**src/rtl/add_sub_64_arbiter_pkg.sv**
```systemverilog
// Shared types and global parameters for the ADD_SUB_64 arbiter.
// Holds the operand width (`EXTENDED_SINGLE), the default adder latency
// and the tag width. These are the values a global_parameter include would carry.
// Optional build macro: ADD_SUB_ARB_RESULT_REG_EN (used by the top).
`ifndef EXTENDED_SINGLE
`define EXTENDED_SINGLE 64
`endif

package add_sub_64_arbiter_pkg;

   localparam int EXT_W       = `EXTENDED_SINGLE;
   localparam int LATENCY_DEF = 7;
   localparam int TAG_W       = 8;   // requester index width carried with each op

   typedef enum logic [1:0] {
      ST_IDLE  = 2'd0,
      ST_RUN   = 2'd1,
      ST_DRAIN = 2'd2
   } arb_state_e;

   // One in-flight operation: valid bit plus the owning requester.
   typedef struct packed {
      logic             vld;
      logic [TAG_W-1:0] idx;
   } tag_t;

endpackage

```
**src/rtl/add_sub_64_arbiter_rr_arbiter.sv**
```systemverilog
// Round-robin grant: priority starts at rr_ptr and wraps upward modulo NUM_REQ.
// Pure combinational, one-hot (or zero) output.
module rr_arbiter #(
   parameter int NUM_REQ = 4,
   parameter int PTR_W   = 2
) (
   input  logic [NUM_REQ-1:0] req,
   input  logic [PTR_W-1:0]   rr_ptr,
   output logic [NUM_REQ-1:0] gnt
);

   logic [PTR_W-1:0] idx;

   // Walk from lowest to highest priority so the last hit (closest to rr_ptr) wins.
   always_comb begin
      gnt = '0;
      idx = '0;
      for (int k = NUM_REQ - 1; k >= 0; k--) begin
         idx = PTR_W'((int'(rr_ptr) + k) % NUM_REQ);
         if (req[idx]) begin
            gnt      = '0;
            gnt[idx] = 1'b1;
         end
      end
   end

endmodule

```
**src/rtl/add_sub_64_arbiter.sv**
```systemverilog
// Shares one pipelined ADD_SUB_64 unit between NUM_REQ requesters.
// Round-robin issue, tag pipe tracks ownership, flush drains the adder.
// Optional macro ADD_SUB_ARB_RESULT_REG_EN adds an output register stage
// on result/result_valid (one extra cycle of latency).
module add_sub_64_arbiter
   import add_sub_64_arbiter_pkg::*;
#(
   parameter int NUM_REQ = 4,
   parameter int LATENCY = LATENCY_DEF
) (
   input  logic                                clk,
   input  logic                                rst_control,
   input  logic [NUM_REQ-1:0]                  req,
   input  logic [NUM_REQ-1:0]                  req_add_sub,
   input  logic [NUM_REQ*`EXTENDED_SINGLE-1:0] req_dataa,
   input  logic [NUM_REQ*`EXTENDED_SINGLE-1:0] req_datab,
   output logic [NUM_REQ-1:0]                  gnt,
   input  logic                                flush,
   output logic                                adder_add_sub,
   output logic [`EXTENDED_SINGLE-1:0]         adder_dataa,
   output logic [`EXTENDED_SINGLE-1:0]         adder_datab,
   input  logic [`EXTENDED_SINGLE-1:0]         adder_result,
   output logic [`EXTENDED_SINGLE-1:0]         result,
   output logic [NUM_REQ-1:0]                  result_valid,
   output logic                                flush_done,
   output logic                                arb_busy
);

   localparam int PTR_W = (NUM_REQ > 1) ? $clog2(NUM_REQ) : 1;
`ifdef ADD_SUB_ARB_RESULT_REG_EN
   localparam int DEPTH = LATENCY + 2;
`else
   localparam int DEPTH = LATENCY + 1;
`endif

   arb_state_e          state, state_nxt;
   logic [PTR_W-1:0]    rr_ptr, gnt_idx;
   logic [NUM_REQ-1:0]  req_ok;
   logic                issue_ok, any_gnt, pipe_empty;
   tag_t [DEPTH-1:0]    tag_pipe;
   tag_t                new_tag, out_tag;

   // Issue is blocked while draining, when flush is asserted, and during reset.
   assign issue_ok = (state != ST_DRAIN) && !flush && !rst_control;
   assign req_ok   = issue_ok ? req : '0;

   rr_arbiter #(
      .NUM_REQ (NUM_REQ),
      .PTR_W   (PTR_W)
   ) u_rr (
      .req    (req_ok),
      .rr_ptr (rr_ptr),
      .gnt    (gnt)
   );

   // Encode the one-hot grant into the winner index.
   always_comb begin
      gnt_idx = '0;
      for (int i = 0; i < NUM_REQ; i++)
         if (gnt[i]) gnt_idx = PTR_W'(i);
   end

   assign any_gnt     = |gnt;
   assign new_tag.vld = any_gnt;
   assign new_tag.idx = TAG_W'(gnt_idx);
   assign out_tag     = tag_pipe[DEPTH-1];

   // Pipe is empty when no stage (including any output stage) holds a live tag.
   always_comb begin
      pipe_empty = 1'b1;
      for (int k = 0; k < DEPTH; k++)
         if (tag_pipe[k].vld) pipe_empty = 1'b0;
   end

   // Next-state logic: flush always wins over new requests.
   always_comb begin
      state_nxt = state;
      case (state)
         ST_IDLE: begin
            if (flush)       state_nxt = ST_DRAIN;
            else if (|req)   state_nxt = ST_RUN;
         end
         ST_RUN: begin
            if (flush)                     state_nxt = ST_DRAIN;
            else if (!(|req) && pipe_empty) state_nxt = ST_IDLE;
         end
         ST_DRAIN: begin
            if (pipe_empty)  state_nxt = ST_IDLE;
         end
         default:            state_nxt = ST_IDLE;
      endcase
   end

   // Drain completes in the cycle the DRAIN state sees an empty pipe.
   assign flush_done = (state == ST_DRAIN) && pipe_empty;
   assign arb_busy   = (state != ST_IDLE) || !pipe_empty;

   // State register.
   always_ff @(posedge clk or posedge rst_control) begin
      if (rst_control) state <= ST_IDLE;
      else             state <= state_nxt;
   end

   // Pointer moves past the winner; it holds when nothing is granted.
   always_ff @(posedge clk or posedge rst_control) begin
      if (rst_control)  rr_ptr <= '0;
      else if (any_gnt) rr_ptr <= (gnt_idx == PTR_W'(NUM_REQ - 1)) ? '0 : gnt_idx + 1'b1;
   end

   // Ownership tags march alongside the adder pipeline; reset discards them all.
   always_ff @(posedge clk or posedge rst_control) begin
      if (rst_control) tag_pipe <= '0;
      else             tag_pipe <= {tag_pipe[DEPTH-2:0], new_tag};
   end

   // Register the winner's operands onto the adder; hold them otherwise.
   always_ff @(posedge clk or posedge rst_control) begin
      if (rst_control) begin
         adder_add_sub <= 1'b0;
         adder_dataa   <= '0;
         adder_datab   <= '0;
      end else if (any_gnt) begin
         adder_add_sub <= req_add_sub[gnt_idx];
         adder_dataa   <= req_dataa[gnt_idx*EXT_W +: EXT_W];
         adder_datab   <= req_datab[gnt_idx*EXT_W +: EXT_W];
      end
   end

   // Owner pulse decoded from the last tag stage.
   always_comb begin
      result_valid = '0;
      for (int i = 0; i < NUM_REQ; i++)
         result_valid[i] = out_tag.vld && (out_tag.idx == TAG_W'(i));
   end

`ifdef ADD_SUB_ARB_RESULT_REG_EN
   logic [EXT_W-1:0] result_q;

   // Capture the adder output when its tag reaches the adder-latency stage.
   always_ff @(posedge clk or posedge rst_control) begin
      if (rst_control) result_q <= '0;
      else             result_q <= tag_pipe[LATENCY].vld ? adder_result : '0;
   end

   assign result = result_q;
`else
   // Result is zero outside owner pulses so idle cycles show a clean bus.
   assign result = out_tag.vld ? adder_result : '0;
`endif

endmodule

```
**config.mk**
```make
export PLATFORM = sky130hd
export DESIGN_NAME = add_sub_64_arbiter
export DESIGN_NICKNAME = d
export VERILOG_FILES = /design/src/rtl/add_sub_64_arbiter_pkg.sv /design/src/rtl/add_sub_64_arbiter_rr_arbiter.sv /design/src/rtl/add_sub_64_arbiter.sv
export SDC_FILE = /design/constraint.sdc
export NUM_CORES = 1
export LEC_CHECK = 0
export CAP_MARGIN = 15
export CORE_AREA = 5 5 302 304
export CTS_CLUSTER_SIZE = 8
export DETAILED_ROUTE_END_ITERATION = 10
export DIE_AREA = 0 0 307 309
export DONT_BUFFER_PORTS = 1
export MAX_ROUTING_LAYER = met4
export PLACE_DENSITY = 0.3
export REMOVE_ABC_BUFFERS = 1
export SKIP_CTS_REPAIR_TIMING = 1
export SLEW_MARGIN = 20
export SYNTH_ARGS = -nofsm -noshare
export SYNTH_HDL_FRONTEND = slang
export SYNTH_SLANG_ARGS = --single-unit
```
**constraint.sdc**
```tcl
create_clock -name clk -period 12.1 [get_ports clk]
set_clock_uncertainty 0.15 [all_clocks]
set_input_delay 2.42 -clock clk [delete_from_list [all_inputs] [get_ports clk]]
set_output_delay 2.42 -clock clk [all_outputs]
set_load 0.1 [all_outputs]
```
; Yosys cells after proc, flatten, opt, wreduce, memory -nomap -nowiden
; Cells that the tools add are included.
[op_classes]
add_sub_neg = 4
magnitude_cmp = 9
eq_ne = 10
n_shift = 2
n_mux = 42
reduce_logical = 23
[op_table]
columns = op, count
row1 = indexed part select 256 x 9 -> 64 bit, 2
row2 = 2-to-1 mux 64 bit, 1
row3 = 2-to-1 mux 4 bit, 5
row4 = 2-to-1 mux 1 bit, 18
row5 = 2-to-1 mux 2 bit, 8
row6 = "less-than comparator 2 x 3 -> 1 bit, second input constant", 5
row7 = logical AND 1 bit, 12
row8 = binary-select mux 1 bit (select 2 bit), 5
row9 = demux 1 bit (select 2 bit), 4
row10 = "equality test 2 bit, second input constant", 4
row11 = "greater-or-equal comparator 2 x 1 -> 1 bit, second input constant", 4
row12 = zero test 8 bit, 1
row13 = OR reduction 4 bit, 2
row14 = "!= test 3 bit, second input constant", 2
row15 = case mux 2 bit (3 select lines), 1
row16 = "adder 2 x 1 -> 2 bit, second input constant", 2
row17 = "adder 2 bit, second input constant", 2
row18 = "equality test 2 x 1 -> 1 bit, second input constant", 2
row19 = zero test 1 bit, 4
row20 = "!= test 2 bit, second input constant", 2
row21 = AND reduction 3 bit, 1
row22 = zero test 2 bit, 1
row23 = nonzero test 2 bit, 1
row24 = logical OR 1 bit, 1
[word_totals]
reg_bits = 157
in_bits = 587
word_cells = 111

; Depth between registers and ports, before layout
; Gate-level depths: netlist of run 1.
[logic_depth]
ltp_word = 15
depth_mapped = 12
mapped_depth_nobuf = 9

; By module
; Synthesis of run 1 repeated with hierarchy kept, for this count alone.
[hier_totals]
hier_cells = 1039
hier_area_um2 = 10452.5
[modules_own_cells]
columns = module, n_inst, cells_each, area_each_um2, seq_area_each_um2
row1 = add_sub_64_arbiter, 1, 992, 10039.6, 3928.8
row2 = rr_arbiter, 1, 47, 412.9, 0.0

; Worst setup path before layout of run 1
; Ideal clock, no wire load.
[synth_path]
path_type = input-to-output
from = in req[1]
to = out gnt[0]
t_arrival_ns = 4.629
required_ns = 9.530
setup_slack_ns = 4.901
stages = 8
cell_sequence = mux4_2 > nand3b_1 > a221oi_1 > o21ai_1 > buf_4 > buf_6 > clkbuf_1 > inv_1
[synth_between]
elab_chain_len = 7
elab_cells_between_ends = 13
classes_between = 13 x mux
[synth_rtl]
columns = element, line
row1 = "start, declared", add_sub_64_arbiter.sv:13  ; input logic [NUM_REQ-1:0] req,
row2 = 2-to-1 mux 4 bit (*), add_sub_64_arbiter.sv:45  ; assign req_ok = issue_ok ? req : '0;
row3 = binary-select mux 1 bit (select 2 bit), add_sub_64_arbiter_rr_arbiter.sv:20  ; if (req[idx]) begin
row4 = 2-to-1 mux 1 bit (implied by the code), add_sub_64_arbiter_rr_arbiter.sv:20
row5 = 2-to-1 mux 4 bit (3 in series), add_sub_64_arbiter_rr_arbiter.sv:20
row6 = 2-to-1 mux 4 bit (*), add_sub_64_arbiter_rr_arbiter.sv:20
row7 = "end, declared", add_sub_64_arbiter.sv:17  ; output logic [NUM_REQ-1:0] gnt,
; Every way passes the cells marked *; elsewhere a longest branch is shown, timed or not. The select of a mux whose other input is x is not followed.

; Worst setup path in the final report of run 1
; Ends and elaborated chain as after synthesis.

==> results.md, run 1 <==
* Inserted Clock Buffers at 17
* Initial Util at 12.1%
* Post-synth EDFFs at 0
* Worst Setup End Kind: output pin
* Commonest cells in the netlist: 157 x dfrtp_1, 133 x mux2i_1, 132 x nor2_1, 131 x o22ai_1, 131 x or3_1
* Synth Register Bits at 157
* Clock Latency Late Sink at 0.50 ns
* Final period utilization at 57.0%
* Antenna violations before repair at 7
* Endpoints failing hold at 0
* Chip Height at 309 um
* Setup WS post-layout at 5.20 ns
* DRC viols at 0
* Pleak at 0.00523 uW
* Synth warn at 0
* IO Pins at 790
* Total Power at 5010 uW
* Flop pwr share at 51.3%
* RSZ-0062 raised after global routing: false
* Clock network power share at 11.7%
* WL/cell at 24.8 um
* Sw Ratio at 66.1%
* Worst setup path startpoint: req[1]
* Placeable Area at 0.0880 sq mm
* Reg2Reg Launch Point: rr_ptr[0]
* CTS tree: yes
* Clk root buf: clkbuf_16
* Setup WS pre-CTS at 5.17 ns
* Count leader, synth: dfrtp_1
* Mapped Avg Cell Area at 9.94 sq um
* WL final at 53.9 mm
* Leading area contributor after synthesis: dfrtp_1
* Fin crit period at 6.90 ns
* Maximum fanout along the worst path at 7
* Vias per cell at 4.22
* FMAX at 145 MHz
* # clock sinks at 157
* Layout cell share with drive strength beyond 1 at 17.5%
* Vias at 9,175
* Final hold slack at 0.199 ns
* Slew at the pin closest to its max-slew limit at 1.16 ns
* Clock tree buffer depth at 2
* Min-delay src: tag_pipe[55]
* Sequential fraction of the synthesis area at 37.0%
* Final Cell Area at 0.0125 sq mm
* Cell family with most CP delay: buffers and inverters
* Cell area after synthesis at 0.0106 sq mm
* CP Launch Type: input pin
* Max-cap viol count at 0
* CP Buf/Inv Count at 1
* Hold WC Path Type: flip-flop to flip-flop
* Slew Limit Fails at 0
* Internal power at 1700 uW
* Grt ovf at 0
* Final setup violation count at 0
* Chip width at 307 um
* Crit path largest cell delay at 0.64 ns
* Status: completed
* CTS clk-pin slew, worst paths at 0.06 ns
* Pwr/cell area at 402 mW/mm^2
* Synth area leaders: dfrtp_1 37%, a221oi_2 14%, mux2i_1 13%, o22ai_1 7.7%, or3_1 7.7%
* Global-route wire length before repair at 72.5 mm
* Area post-placement at 0.0119 sq mm
* Dpl hpwl at 40.1 mm
* CTS H-tree depth at 4
* Largest net degree at the start of global routing at 124
* Worst EP required at 9.53 ns
* Post-synthesis cell count at 1,068
* Max-slew headroom at 22.8%
* Gate power share at 37.0%
* Synth top area share at 37.0%
* Setup TNS Final at 0 ns
* Die area at 0.0949 sq mm
* RD Place Congestion at 0.850
* Final nets at 1,584
* CP arrival at 4.33 ns
* WS Path Type: input pin to output pin
* Total of fill cells in the finished design at 9,912
* Area growth from synthesis to layout at 17.6%
* Initial DRC count at 600
* Post-DRT Antenna Nets at 0
* Crit path cell chain: mux4_2 > nand3b_1 > a221oi_1 > o21ai_4 > inv_1
* Vias in the first global route at 9,549
* Synth cell types at 36
* Slowest cell on crit path: inv_1
* Peak supply drop at 0.134 mV
* PortBufs at 0
* Pre-Repair DR Iteration Count at 5
* Top_reg_cell synth: dfrtp_1
* Rows at 109
* Sw Pwr at 3310 uW
* GRT Total Usage at 10.9%
* Asr flop ratio synth at 100%
## worst register-to-register path: cells and delay by family (launching register included)
family | cells | cell delay (ns)
and+or+nand+nor | 1 | 0.11
muxes | 2 | 0.89
DFF | 1 | 0.60
adders and majority gates | 1 | 0.45
buffers and inverters | 4 | 2.03
AOI/OAI and AO/OA | 3 | 0.59
## cells in the final DEF (no fill, tap or decap), types with 4 or more instances in the layout
master	instances
a21oi_1	4
a221oi_1	31
a221oi_2	99
and2_1	66
buf_4	21
clkbuf_16	19
dfrtp_1	157
diode_2	7
ha_1	8
inv_1	7
inv_6	6
mux2i_1	133
mux4_2	4
nand2_1	8
nand2b_1	4
nor2_1	130
o22ai_1	131
or3_1	131
## state kept, by name, indices dropped and copies added, names as in the netlist
signal,count
adder_dataa,64
adder_datab,64
tag_pipe,21
out_tag,3
rr_ptr,2
state,2
adder_add_sub,1
## worst paths after layout
kind                       slack, ns         endpoint  depth (start not counted)
setup / recovery                5.20           gnt[0]                          5
hold / removal                  0.20       out_tag[1]                          0
setup reg to reg                7.17  adder_datab[15]                         11
hold reg to reg                 0.20       out_tag[1]                          0
max in group asynchronous       8.85  adder_dataa[49]                          2
min in group asynchronous       1.68      tag_pipe[9]                          1
## power by group through the flow
stage	combinational (uW)	clock, uW	sequential (uW)
3_3_place_gp	1880	0	2600
3_5_place_dp	1900	0	2580
6_report	1860	587	2570
2_1_floorplan	1580	0	2490
4_1_cts	1890	631	2580
5_1_grt	2010	643	2600
## layout make-up
type | count | area, sq um | share of cell area [%]
Antenna cell | 7 | 17.5 | 0.140
Clock buffer | 18 | 429 | 3.44
Clock inverter | 14 | 158 | 1.26
Inverter | 11 | 46.3 | 0.371
Multi-Input combinational cell | 777 | 6190 | 49.6
Sequential cell | 157 | 3930 | 31.5
Tap cell | 1165 | 1460 | 11.7
Timing Repair Buffer | 25 | 248 | 1.99
## layer usage
metal  global-route usage (%)  wire length [um]  vias to the layer above
met4                     4.14              1350                        0
met2                     17.8             27000                      509
li1                         -                 -                     3944
met5                        -                 0                        -
met1                     12.5             21400                     4668
met3                     3.53              4220                       54
## per-stage QoR
step	util, %	std cells
after floorplan	-	945
after global placement	13.5	2135
after detailed placement	13.5	2135
after CTS	14.2	2167
after global routing	14.2	2173
final	14.2	2174
## cells by family (layout without fill, tap and decap cells)
logic type	Yosys count	in the layout	share of synthesized area (%)
AOI/OAI and AO/OA	274	274	25.2
buffers and inverters	134	68	5.43
DFF	157	157	37.0
other	0	7	0
and+or+nand+nor	358	358	18.0
adders and majority gates	8	8	0.943
muxes	137	137	13.4
No activity file was read; power rests on OpenSTA's default activity.
==> run 2, diff against run 1 <==
==> constraint.sdc (replaced) <==
create_clock -name clk -period 7.15 [get_ports clk]
set_clock_uncertainty 0.15 [all_clocks]
set_input_delay 1.43 -clock clk [delete_from_list [all_inputs] [get_ports clk]]
set_output_delay 1.43 -clock clk [all_outputs]
set_load 0.1 [all_outputs]
==> results.md, run 2 (synthesized netlist as in run 1, its figures left out) <==
* Status: completed
* Setup TNS Final at 0 ns
* Pwr/cell area at 675 mW/mm^2
* WL/cell at 24.3 um
* Total Power at 8420 uW
* Vias in the first global route at 9,538
* Fin crit period at 5.51 ns
* Vias at 9,016
* Grt ovf at 0
* CP Launch Type: flip-flop
* Layer with the highest usage: met2
* Initial Util at 12.1%
* Vias per cell at 4.16
* Inserted Clock Buffers at 17
* Crit path largest cell delay at 0.62 ns
* RSZ-0062 raised after global routing: false
* CTS tree: yes
* WL final at 52.8 mm
* Layout Cells excl Fill at 2,169
* Chip width at 307 um
* Layout cell share with drive strength beyond 1 at 17.3%
* Rows at 109
* Pre-Repair DR Iteration Count at 5
* Final Cell Area at 0.0125 sq mm
* Post-DRT Antenna Nets at 0
* Final period utilization at 77.1%
* Slowest cell on crit path: dfrtp_1
* Worst EP required at 5.57 ns
* Area growth from synthesis to layout at 17.4%
* Placeable Area at 0.0880 sq mm
* Chip Height at 309 um
* Dpl hpwl at 39.4 mm
* # clock sinks at 157
* PortBufs at 0
* CTS H-tree depth at 4
* GR Util met1 at 12.2%
* Clk root buf: clkbuf_16
* Initial DRC count at 542
* Regs by FF count: adder_dataa (64), adder_datab (64), tag_pipe (21)
* Global-route wire length before repair at 71.5 mm
* FMAX at 182 MHz
* Slew Limit Fails at 0
* Clock Latency Late Sink at 0.49 ns
* Final setup violation count at 0
* Max-slew headroom at 25.8%
* IO Pins at 790
* Crit path cell chain: inv_1 > ha_1 > mux4_2 > nor2b_1 > a2111oi_4 > buf_4 > nor2_4 > inv_2
* CP arrival at 3.93 ns
* Antenna violations before repair at 5
* Clock tree buffer depth at 2
* Peak supply drop at 0.217 mV
* R2R Setup Slk at 2.47 ns
* Cell family with most CP delay: buffers and inverters
* RD Place Congestion at 0.842
* Largest net degree at the start of global routing at 133
* CTS clk-pin slew, worst paths at 0.07 ns
* Worst Setup End Kind: output pin
* Hold WC Path Type: flip-flop to flip-flop
* Placed Cells at 2,131
* Max-cap viol count at 0
* Endpoints failing hold at 0
* WS Path Type: flip-flop to output pin
* Final nets at 1,580
* Most frequent cells in the layout: 156 x dfrtp_1, 133 x mux2i_1, 131 x o22ai_1, 131 x or3_1, 130 x nor2_1
* Most common cell after layout, fill and taps aside: dfrtp_1
* Total of fill cells in the finished design at 9,997
* Area post-placement at 0.0119 sq mm
* Maximum fanout along the worst path at 49
* Die area at 0.0949 sq mm
* Finished Core Util at 14.2%
* Met3 Use GR at 3.37%
* Met2 Resource Use GR at 17.4%
* DRC viols at 0
* GRT Total Usage at 10.7%
* Pleak at 0.00521 uW
* Slew at the pin closest to its max-slew limit at 1.11 ns
* CP Buf/Inv Count at 3
## run 2: cell types whose count changed in the layout (fill, tap and decap cells not counted), moves of 2 or more
cell,previous run,this run
buf_12,2,7
buf_4,21,12
bufinv_16,2,0
clkinv_2,2,5
clkinv_4,2,0
clkinvlp_4,2,4
## run 2: worst register-to-register path: stages (launching register included)
cell and delay [ns]:
dfrtp_1 0.62, inv_1 0.20, ha_1 0.44, mux4_2 0.59, nand3b_1 0.11, a221oi_1 0.11, o21ai_4 0.22, buf_12 0.44
buf_4 1.08, mux2i_1 0.29, a221oi_1 0.32
## run 2: metal layers
| metal | vias up | wire [um] |
|---|---|---|
| met2 | 474 | 26500 |
| li1 | 3930 | - |
| met1 | 4547 | 21000 |
| met5 | - | 0 |
| met4 | 0 | 1410 |
| met3 | 65 | 3820 |
## run 2: power by group
part	leakage [uW]	total (uW)	internal (uW)	switching, uW
Sequential	0.00180	4370	1280	3100
Clock	0.000260	904	448	457
Combinational	0.00316	3140	1100	2040
Total	0.00521	8420	2830	5590
## run 2: final cells by class
cell class              count  area, sq um  share of cell area [%]
repair buffers             21          280                    2.25
inverters                  11         46.3                   0.372
clock buffers              17          425                    3.41
clock inverters            15          113                   0.904
multi-input cells         777         6190                    49.7
well taps                1165         1460                    11.7
diodes                      6         15.0                   0.120
flip-flops and latches    157         3930                    31.5
## run 2: final timing paths
kind,start,end,cells past startpoint
setup / recovery,rr_ptr[0],gnt[3],8
hold / removal,tag_pipe[36],tag_pipe[45],0
setup reg to reg,rr_ptr[0],adder_datab[34],10
hold reg to reg,tag_pipe[36],tag_pipe[45],0
max in group asynchronous,rst_control,adder_datab[57],2
min in group asynchronous,rst_control,adder_dataa[21],1
## run 2: through the flow
stage | hold WS (ns) | setup WS (ns)
floorplan | 0.181 | -10.16
global placement | 0.182 | 1.78
detailed placement | 0.185 | 1.78
CTS | 0.202 | 1.50
global route | 0.208 | 1.38
finish | 0.200 | 1.64
==> RTL change 1 (settings of run 2) <==
Add a define of `ADD_SUB_ARB_RESULT_REG_EN`.
--- a/src/rtl/add_sub_64_arbiter.sv
+++ b/src/rtl/add_sub_64_arbiter.sv
@@ -3,4 +3,6 @@
 // Optional macro ADD_SUB_ARB_RESULT_REG_EN adds an output register stage
 // on result/result_valid (one extra cycle of latency).
+`define ADD_SUB_ARB_RESULT_REG_EN
+
 module add_sub_64_arbiter
    import add_sub_64_arbiter_pkg::*;
Check against the original RTL: same outputs for any inputs over 4 cycles, from zero or initial values and one cycle with rst_control high; that may be too few to reach the edited logic, so the function may still have changed.
==> RTL change 1 against run 2 <==
The flow now stops in detailed routing; global-route usage up 1.7 points; area after synthesis grew 19%.
==> RTL change 1: results (changes against run 2) <==
Port Buffers=0 (unchanged); sequential element share of the synthesized area=44.5% (was 37.0%); CTS H-tree depth=2 (was 4); post-synthesis cell count=1272 (was 1068); ranking of synthesized cells by area=dfrtp_1 45%, o221ai_1 9.0%, a311o_1 8.7% (was dfrtp_1 37%, a221oi_2 14%, mux2i_1 13%); largest net degree at the start of global routing=136 (was 133); Placed Cells=2297 (was 2131); first error=[ERROR DRT-0255] Maze Route cannot find path of net clk in worker of routeBox ( 289800 144900 ) ( 307000 193200 ).; FF+latch count, synth=224 (was 157); initial antenna violation count=3 (was 5); synth warn=0 (unchanged); CTS Buf Count=35 (was 17); vias in the first global route=11635 (was 9538); Global Route Usage Sum=12.4% (was 10.7%); share of flip-flops with an asynchronous set or reset=100% (unchanged); distinct cell type count after synthesis=47 (was 36); status=stopped before the end (was completed); ys flop type=dfrtp_1 (unchanged); CTS max path bufs=3 (was 2); RePlAce Congestion=0.844 (was 0.842); Synth top cells by count=224 x dfrtp_1, 130 x o221ai_1, 122 x nand2_1 (was 157 x dfrtp_1, 133 x mux2i_1, 132 x nor2_1); CTS root buffer=clkbuf_16 (unchanged); first-pass GRT wire length=86600 µm (was 71500 µm); Fail Step=detailed routing; hpwl dp=45900 µm (was 39400 µm)
RTL change 1: changes by cell type after synthesis, sizes merged, moves of 114 or more:
cell	before	now
o22ai	131	0
nand2	8	122
a221oi	130	0
nor2	133	6
or3	131	1
o221ai	0	132
mux2i	133	3
RTL change 1: routing by layer:
layer / GRT usage, %
met5: -
met4: 3.11
met3: 3.37
met2: 22.3
met1: 13.5
RTL change 1: cell families after synthesis:
kind of cell    Yosys count  share of synthesized area [%]
mux                       7                          0.935
fa+ha+maj                 8                          0.795
simple gates            319                           12.5
compound gates          518                           34.1
buf+inv                 196                           7.06
flops                   224                           44.5
RTL change 1: metrics by stage:
stage                     worst slack (ns)  utilization [%]  instance area, µm²  hold slack, ns
after floorplan                      -5.16                -               11800           0.181
after global placement                1.85             15.5               13600           0.181
after detailed placement              1.79             15.5               13600           0.185
after CTS                             1.55             16.6               14600           0.196
after global routing                  1.32             16.6               14600           0.201
==> RTL change 2 (config.mk and constraints of run 2) <==
Made on the original files. The 3 states of `arb_state_e` get a one-hot encoding in 3 bits.
--- a/src/rtl/add_sub_64_arbiter_pkg.sv
+++ b/src/rtl/add_sub_64_arbiter_pkg.sv
@@ -13,8 +13,8 @@
    localparam int TAG_W       = 8;   // requester index width carried with each op
 
-   typedef enum logic [1:0] {
-      ST_IDLE  = 2'd0,
-      ST_RUN   = 2'd1,
-      ST_DRAIN = 2'd2
+   typedef enum logic [2:0] {
+      ST_IDLE  = 3'b001,
+      ST_RUN   = 3'b010,
+      ST_DRAIN = 3'b100
    } arb_state_e;
 
Check against the original RTL: no difference found for any inputs over 4 cycles, from zero or initial values and one cycle with rst_control high; so few cycles prove little.
==> RTL change 2 against run 2 <==
Worst hold slack better by 0.0018 ns; register-to-register slack got worse by 0.31 ns; setup slack improved by 0.25 ns; final area up 3.0%; power rose by 12%; area after synthesis grew 2.8%; sequential share of layout area is 0.71 points lower; fmax is 4.8% higher; count of clock-buffer cells in the layout rose by 1; sequential cell count increased by 1; non-clock buffer count rose by 8; via count rose by 12%; routed wire length rose by 15%; synthesized cell count rose by 9.2%; critical endpoint unchanged; highest routed layer unchanged.
==> RTL change 2: results (changes against run 2) <==
distinct cell type count after synthesis=47 (was 36); CP max stage delay=0.72 ns (was 0.62 ns); peak supply drop=0.355 mV (was 0.217 mV); adder-cell share of the synthesized area=0.917% (was 0.943%); Global Route Usage Sum=12.4% (was 10.7%); Met2 Wirelength=32200 µm (was 26500 µm); Synth Area in Compound Gates=31.1% (was 25.2%); clock buffer count=18 (was 17); largest net degree at the start of global routing=91 (was 133); status=completed (unchanged); first-pass GRT wire length=82800 µm (was 71500 µm); met3 Use GR=4.48% (was 3.37%); R2R Setup Slk=2.16 ns (was 2.47 ns); inverter count=35 (was 11); ranking of synthesized cells by area=dfrtp_1 36%, mux2i_1 10%, o32ai_1 8.5% (was dfrtp_1 37%, a221oi_2 14%, mux2i_1 13%); Static Leak=4.86 nW (was 5.21 nW); worst path arrival time=3.68 ns (was 3.93 ns); Post-Route M1 WL=22000 µm (was 21000 µm); WL met3=5130 µm (was 3820 µm); NumNets Final=1661 (was 1580); Sequential Area=3960 µm² (was 3930 µm²); Final Hold Slack=0.201 ns (was 0.200 ns); Antenna diodes=8 (was 6); mux cell area share after synthesis=11.0% (was 13.4%); initial antenna violation count=12 (was 5); Final non-clock buffer share=2.22% (was 2.25%); CP Max Fanout=57 (was 49); syn avg cell area=9.36 µm² (was 9.94 µm²); fraction of area in multi-input gates=49.0% (was 49.7%); Vias/cell=4.48 (was 4.16); sequential element share of the synthesized area=36.2% (was 37.0%); hold path startpoint=tag_pipe[46] (was tag_pipe[36]); vias in the first global route=10913 (was 9538); reg-to-reg endpoint=adder_dataa[28] (was adder_datab[34]); hpwl dp=45000 µm (was 39400 µm); Plain + repair buffers=29 (was 21); met1 GRT Util=12.6% (was 12.2%); post-place setup slack=2.09 ns (was 1.78 ns)
==> RTL change 2: changes by cell type in the layout (fill, tap and decap cells not counted), moves of 27 or more <==
| cell | before | now |
|---|---|---|
| a211oi_1 | 0 | 106 |
| a21oi_1 | 4 | 31 |
| a221oi_2 | 99 | 0 |
| nor2_1 | 130 | 48 |
| nor4_1 | 2 | 109 |
| o21bai_1 | 0 | 106 |
| o22ai_1 | 131 | 3 |
| o32ai_1 | 0 | 106 |
| or3_1 | 131 | 1 |
==> RTL change 2: worst max path at each step <==
| stage | startpoint | slack, ns | to |
|---|---|---|---|
| detailed placement | req[2] | 2.09 | adder_datab[21] |
| finish | rr_ptr[0] | 1.89 | gnt[3] |
| global route | rr_ptr[0] | 1.63 | gnt[1] |
| floorplan | req[2] | -4.93 | adder_dataa[10] |
| CTS | rr_ptr[0] | 1.85 | gnt[3] |
| global placement | req[2] | 2.11 | adder_datab[21] |
==> RTL change 2: report_power, final <==
part	internal, mW	switching, mW
sequential	1.29	2.92
combinational	1.17	2.90
clock	0.665	0.469
